$ cat src/rtl/pc_sequencer.sv
// RISC-V program-counter sequencer: fetch/retire handshake FSM, shared branch-target adder.
// Optional macro PC_MISALIGN_TRAP_EN redirects misaligned targets to TRAP_VECTOR and reports them.
module pc_sequencer #(
    parameter logic [31:0] RESET_VECTOR = 32'h0000_0000,
    parameter logic [31:0] TRAP_VECTOR  = 32'h0000_0100
) (
    input  logic        clk,
    input  logic        reset,
    input  logic        fetchReady,
    input  logic        instrDone,
    input  logic [1:0]  pcSrc,
    input  logic [31:0] immExt,
    input  logic [31:0] aluResult,
    input  logic        halt,
    output logic [31:0] pc,
    output logic        fetchValid,
    output logic [31:0] pcPlus4,
    output logic [31:0] pcTarget,
    output logic        halted,
    output logic        trap,
    output logic [31:0] trapAddr,
    output logic [31:0] retiredCount
);

    typedef enum logic [1:0] {IDLE, FETCH, EXEC, HALT} state_t;

    state_t      state;
    logic [31:0] selTarget;
    logic [31:0] nextPc;
    logic        misaligned;

    assign pcPlus4    = pc + 32'd4;
    assign pcTarget   = pc + immExt;
    assign fetchValid = (state == FETCH);
    assign halted     = (state == HALT);

    always_comb begin
        selTarget = pcPlus4;
        case (pcSrc)
            2'b01:   selTarget = pcTarget;
            2'b10:   selTarget = {aluResult[31:1], 1'b0};
            default: selTarget = pcPlus4;
        endcase
    end

    assign misaligned = |selTarget[1:0];

`ifdef PC_MISALIGN_TRAP_EN
    assign nextPc = misaligned ? TRAP_VECTOR : selTarget;
`else
    assign nextPc   = {selTarget[31:2], 2'b00};
    assign trap     = 1'b0;
    assign trapAddr = 32'h0;

    // Trap vector and the misalignment flag have no consumer in this build.
    logic unusedTrapPath;
    assign unusedTrapPath = ^{TRAP_VECTOR, misaligned};
`endif

    always_ff @(posedge clk) begin
        if (reset) begin
            pc           <= RESET_VECTOR;
            state        <= IDLE;
            retiredCount <= 32'h0;
`ifdef PC_MISALIGN_TRAP_EN
            trap         <= 1'b0;
            trapAddr     <= 32'h0;
`endif
        end else begin
`ifdef PC_MISALIGN_TRAP_EN
            trap <= 1'b0;
`endif
            case (state)
                IDLE:  state <= FETCH;
                FETCH: if (fetchReady) state <= EXEC;
                EXEC: begin
                    if (instrDone) begin
                        pc           <= nextPc;
                        retiredCount <= retiredCount + 32'd1;
                        state        <= halt ? HALT : FETCH;
`ifdef PC_MISALIGN_TRAP_EN
                        if (misaligned) begin
                            trap     <= 1'b1;
                            trapAddr <= selTarget;
                        end
`endif
                    end
                end
                HALT:    state <= HALT;
                default: state <= IDLE;
            endcase
        end
    end

endmodule

$ cat config.mk
export PLATFORM = sky130hd
export DESIGN_NAME = pc_sequencer
export DESIGN_NICKNAME = d
export VERILOG_FILES = /design/src/rtl/pc_sequencer.sv
export SDC_FILE = /design/constraint.sdc
export NUM_CORES = 1
export LEC_CHECK = 0
export CAP_MARGIN = 5
export CORE_AREA = 2 2 141 143
export CTS_CLUSTER_DIAMETER = 50
export CTS_CLUSTER_SIZE = 12
export DETAILED_ROUTE_END_ITERATION = 8
export DIE_AREA = 0 0 143 145
export PLACE_DENSITY = 0.68
export SYNTH_ARGS = -nofsm -noshare
export SYNTH_HDL_FRONTEND = slang
export SYNTH_SLANG_ARGS = --single-unit
$ cat constraint.sdc
create_clock -name clk -period 6.79 [get_ports clk]
set_input_delay 1.0185 -clock clk [delete_from_list [all_inputs] [get_ports clk]]
set_output_delay 1.0185 -clock clk [all_outputs]
set_load 0.02 [all_outputs]
==> run summary <==
The cell that appears most often on the critical path is sky130_fd_sc_hd__clkdlybuf4s50_1. The final cell count without fillers came out at 1,175. sky130_fd_sc_hd__nor2_1 is the most common cell in the netlist.

The internal power contribution was 0.000842 W. Of the total power, the share spent switching nets is 31.7%. The synthesized netlist devotes 23.2% of its cell area to compound gates. The fraction of post-synthesis cell area in the top cell type by area is 22.5%.

Counting every sink on the clock net gives 64. Among all flip-flop cells after synthesis, the most frequent one is sky130_fd_sc_hd__dfxtp_1. The longest clock path from root to sink contains 2 buffers. The run gives 3760 ps as the setup slack of the worst register-to-register path. The post-synthesis cell area is 5700 µm².

STA classifies the critical path startpoint as a primary input. The placed instances occupy a cell area of 7660 µm². The average wire length per cell after detail routing works out to 17.9 µm.

For met1 alone, demand over resource in global routing was 26.6%. The number of antenna violations at the first check in global routing is 1. In this run the power spent charging and discharging nets is 0.000390 W. The run finished with clean final reports. The worst-case clock skew is 4.42 ps, and the number of ports placed on the die boundary is 234.

In this run, flip-flops and latches consume 31.9% of the power. The cell with the largest stage delay on the worst path was sky130_fd_sc_hd__clkdlybuf4s50_1. The worst setup path is of the in -> out kind. Total of cells resized after clock tree synthesis: 0.

The count of final max-slew check failures is 0, and the initial standard-cell utilization of the core is 29.7%. The clock slew seen by the registers of the worst setup and hold paths was 60 ps; the cts-stage hold buffer count was 0. The sequential fraction of the synthesis area was 22.5%; the first-pass GRT wire length was 32,000 µm. The max-cap check violation count is 0. The clock reaches the later pin of the worst-skew pair after 340 ps. The floorplan has 51 rows. The kind of cell with the highest combined delay along the critical path is compound AO/OA/AOI/OAI gates. For the post-DP HPWL, the log shows 15,500 µm.

TritonCTS built the clock tree. The worst hold slack across all endpoints came out at 519 ps. The core region is 19,200 µm². In the final timing run, aggregate negative setup slack is 0 ps. The floorplan step set the die width to 143 µm. The netlist uses 75 different library cells.

Compared with the post-synthesis result, the final layout area differs by 40.3%. The area of all placed cells without fillers was 7990 µm². The count of buffer and inverter cells on the critical path is 2, and the weighted congestion reported at the end of routability-driven placement is 0.852. Total wirelength of the detailed-routed design: 21,000 µm.

Sorting the synthesized cells by area gives the leading types as sky130_fd_sc_hd__dfxtp_1 (22%), sky130_fd_sc_hd__xnor2_1 (7.4%), sky130_fd_sc_hd__ha_1 (7.2%). After the last flow step, the layout net total stands at 1,009. The first TritonRoute pass finished after 5 iterations. The final critical path time including I/O delays and setup was 5420 ps; the vertical die dimension was 145 µm.

After synthesis, the share of flip-flops with an asynchronous set or reset is 0%. After detailed placement, the design holds a cell count of 1,158. The first routing iteration left 367 violations. Setup repair after global routing left no endpoint under its margin. In this run the worst path has a maximum fanout of 5. The count of final setup violators is 0. For this run, the slowest stage of the critical path takes 680 ps.

The port buffer count was 190. Of all cell types, the one taking the most synthesized area is sky130_fd_sc_hd__dfxtp_1. Leakage power: 3.08 nW. Counting every instance in the synthesized netlist gives 735. Summing the areas of all xor and xnor instances in the mapped netlist gives 13.4% of the synthesized area. For this design the ratio of total power to cell area is 154 nW/µm². Dividing the detail-routed via count by the number of cells gives 5.21.

Global routing used 2.84% of the available met3 tracks. In the global route stage, met2 resource usage came out at 31.6%. Multiplexer fraction of the synthesized cell area: 0.747%. After detailed routing, the number of remaining DRC violations is 0. The number of setup buffers added after CTS is 0. The H-tree depth is 3. The average cell area after synthesis was 7.75 µm²; the flop and latch count out of synthesis was 64. The tightest min-delay check is of the reg -> reg type. The slew of the pin with the lowest slew margin came out at 1050 ps. Across every metal layer, demand over resource in global routing totals 19.8%. Data on the critical path arrives at its endpoint at 4400 ps. The count of endpoints failing hold in the final timing report came out at 0.

Busiest layer in global routing: met2. For the CTS buffer count, the log shows 9. Combinational logic is responsible for 25.4% of the overall power. Dividing the final minimum period by the clock period gives 79.8%. The Yosys step of the flow raised 0 warnings.

The signal on the critical path passes through clkdlybuf4s50_1, ha_1, fa_1, a21o_1, a31oi_1, or3_1, a21oi_4, o31ai_4, o2111ai_2, xor2_1, clkdlybuf4s50_1. Final global-route overflow total: 0. The number of global-route vias before repair came out at 5,725. The routed layout has 6,118 vias. Of the total synthesized cell area, the portion taken by full adders, half adders and majority gates is 7.60%.

Yosys mapped a number of flops with a built-in enable equal to 0. STA classifies the critical path endpoint as an output port. Entering global routing, the biggest net connects 59 pins.

In this run the tightest slew margin relative to its limit is 29.9%. Highest achievable clock rate: 185 MHz. The combinational family with the most area after synthesis was simple AND/OR/NAND/NOR gates. Per report_power, the clock group accounts for 42.6% of the total. The required time of the worst setup path came out at 5770 ps.

The floorplan step defined a die boundary enclosing 20,700 µm². Of the cells placed in the final design, the portion with a size suffix greater than 1 is 5.50%. The root buffer cell chosen for the clock tree is sky130_fd_sc_hd__clkbuf_16. The post-synthesis share of cell area spent on and, or, nand and nor gates came out at 23.5%.

For the worst IR drop on VDD, the log shows 113 µV. The commonest cells after synthesis are sky130_fd_sc_hd__nor2_1 (74), sky130_fd_sc_hd__dfxtp_1 (64), sky130_fd_sc_hd__nand2_1 (62). Remaining antenna violation count after routing: 0.
per-layer routing:
layer / part of all wire, % / up-vias
met5: 0 / -
met4: 2.7 / 0
met3: 6.3 / 38
met2: 46 / 269
met1: 45 / 2872
li1: - / 2939
through the flow:
| step | total power [W] | utilization, % | setup WS (ps) |
|---|---|---|---|
| floorplan | 0.000592 | - | 2670 |
| global placement | 0.000710 | 39.9 | 1450 |
| detailed placement | 0.000711 | 39.9 | 1420 |
| CTS | 0.00125 | 41.6 | 1410 |
| global route | 0.00128 | 41.6 | 1230 |
| finish | 0.00123 | 41.6 | 1370 |
final timing paths:
kind | from | to | cells after the start
worst min register to register | retiredCount[1]$_SDFFE_PP0P_ | retiredCount[1]$_SDFFE_PP0P_ | 2
worst min-delay path | retiredCount[1]$_SDFFE_PP0P_ | retiredCount[1]$_SDFFE_PP0P_ | 2
worst max-delay path | immExt[2] | pcTarget[28] | 11
worst max register to register | pc[2]$_SDFFE_PP0P_ | pc[24]$_SDFFE_PP0P_ | 9
flip-flops by register name (all words and copies together) (netlist names):
name	cells
pc	30
retiredCount	32
state	2
power by group through the flow:
stage | logic, W | registers, W | clock network, W
2_1_floorplan | 0.000188 | 0.000404 | 0
3_3_place_gp | 0.000309 | 0.000401 | 0
3_5_place_dp | 0.000310 | 0.000401 | 0
4_1_cts | 0.000312 | 0.000393 | 0.000541
5_1_grt | 0.000335 | 0.000394 | 0.000555
6_report | 0.000313 | 0.000393 | 0.000525
area by class of cell:
| class | instances | area, µm² |
|---|---|---|
| Antenna cell | 1 | 2.50 |
| Clock buffer | 9 | 225 |
| Clock inverter | 7 | 104 |
| Fill cell | 1905 | 11200 |
| Inverter | 16 | 60.1 |
| Multi-Input combinational cell | 616 | 4040 |
| Sequential cell | 64 | 1280 |
| Tap cell | 265 | 332 |
| Timing Repair Buffer | 197 | 1950 |
cells in the final DEF, fill, tap and decap left out, drive strengths merged, types with 6 or more instances in the layout:
cell and n:
a211oi 9, and3 20, inv 17, nand2 62
nand4 20, dfxtp 64, o22ai 9, xor2 39
a221oi 14, clkbuf 9, nor2 74, nand3 36
a31oi 10, nand2b 7, a21o 9, and2 6
o21ai 32, nor3 17, a21oi 53, buf 8
clkdlybuf4s50 189, ha 33, conb 37, xnor2 48
cell families after synthesis:
family	after synthesis
AND/OR/NAND/NOR	267
AO/OA/AOI/OAI	187
buffers and inverters	91
XOR/XNOR	87
flip-flops	64
adder cells (fa/ha/maj)	34
multiplexers	4
other	1
tightest hold or removal path, cell delays in order, from the launching register on:
cell,delay [ps]
sky130_fd_sc_hd__dfxtp_1,350
sky130_fd_sc_hd__nand2_1,70
sky130_fd_sc_hd__a21oi_1,50
(Power assumes the default switching activity.)
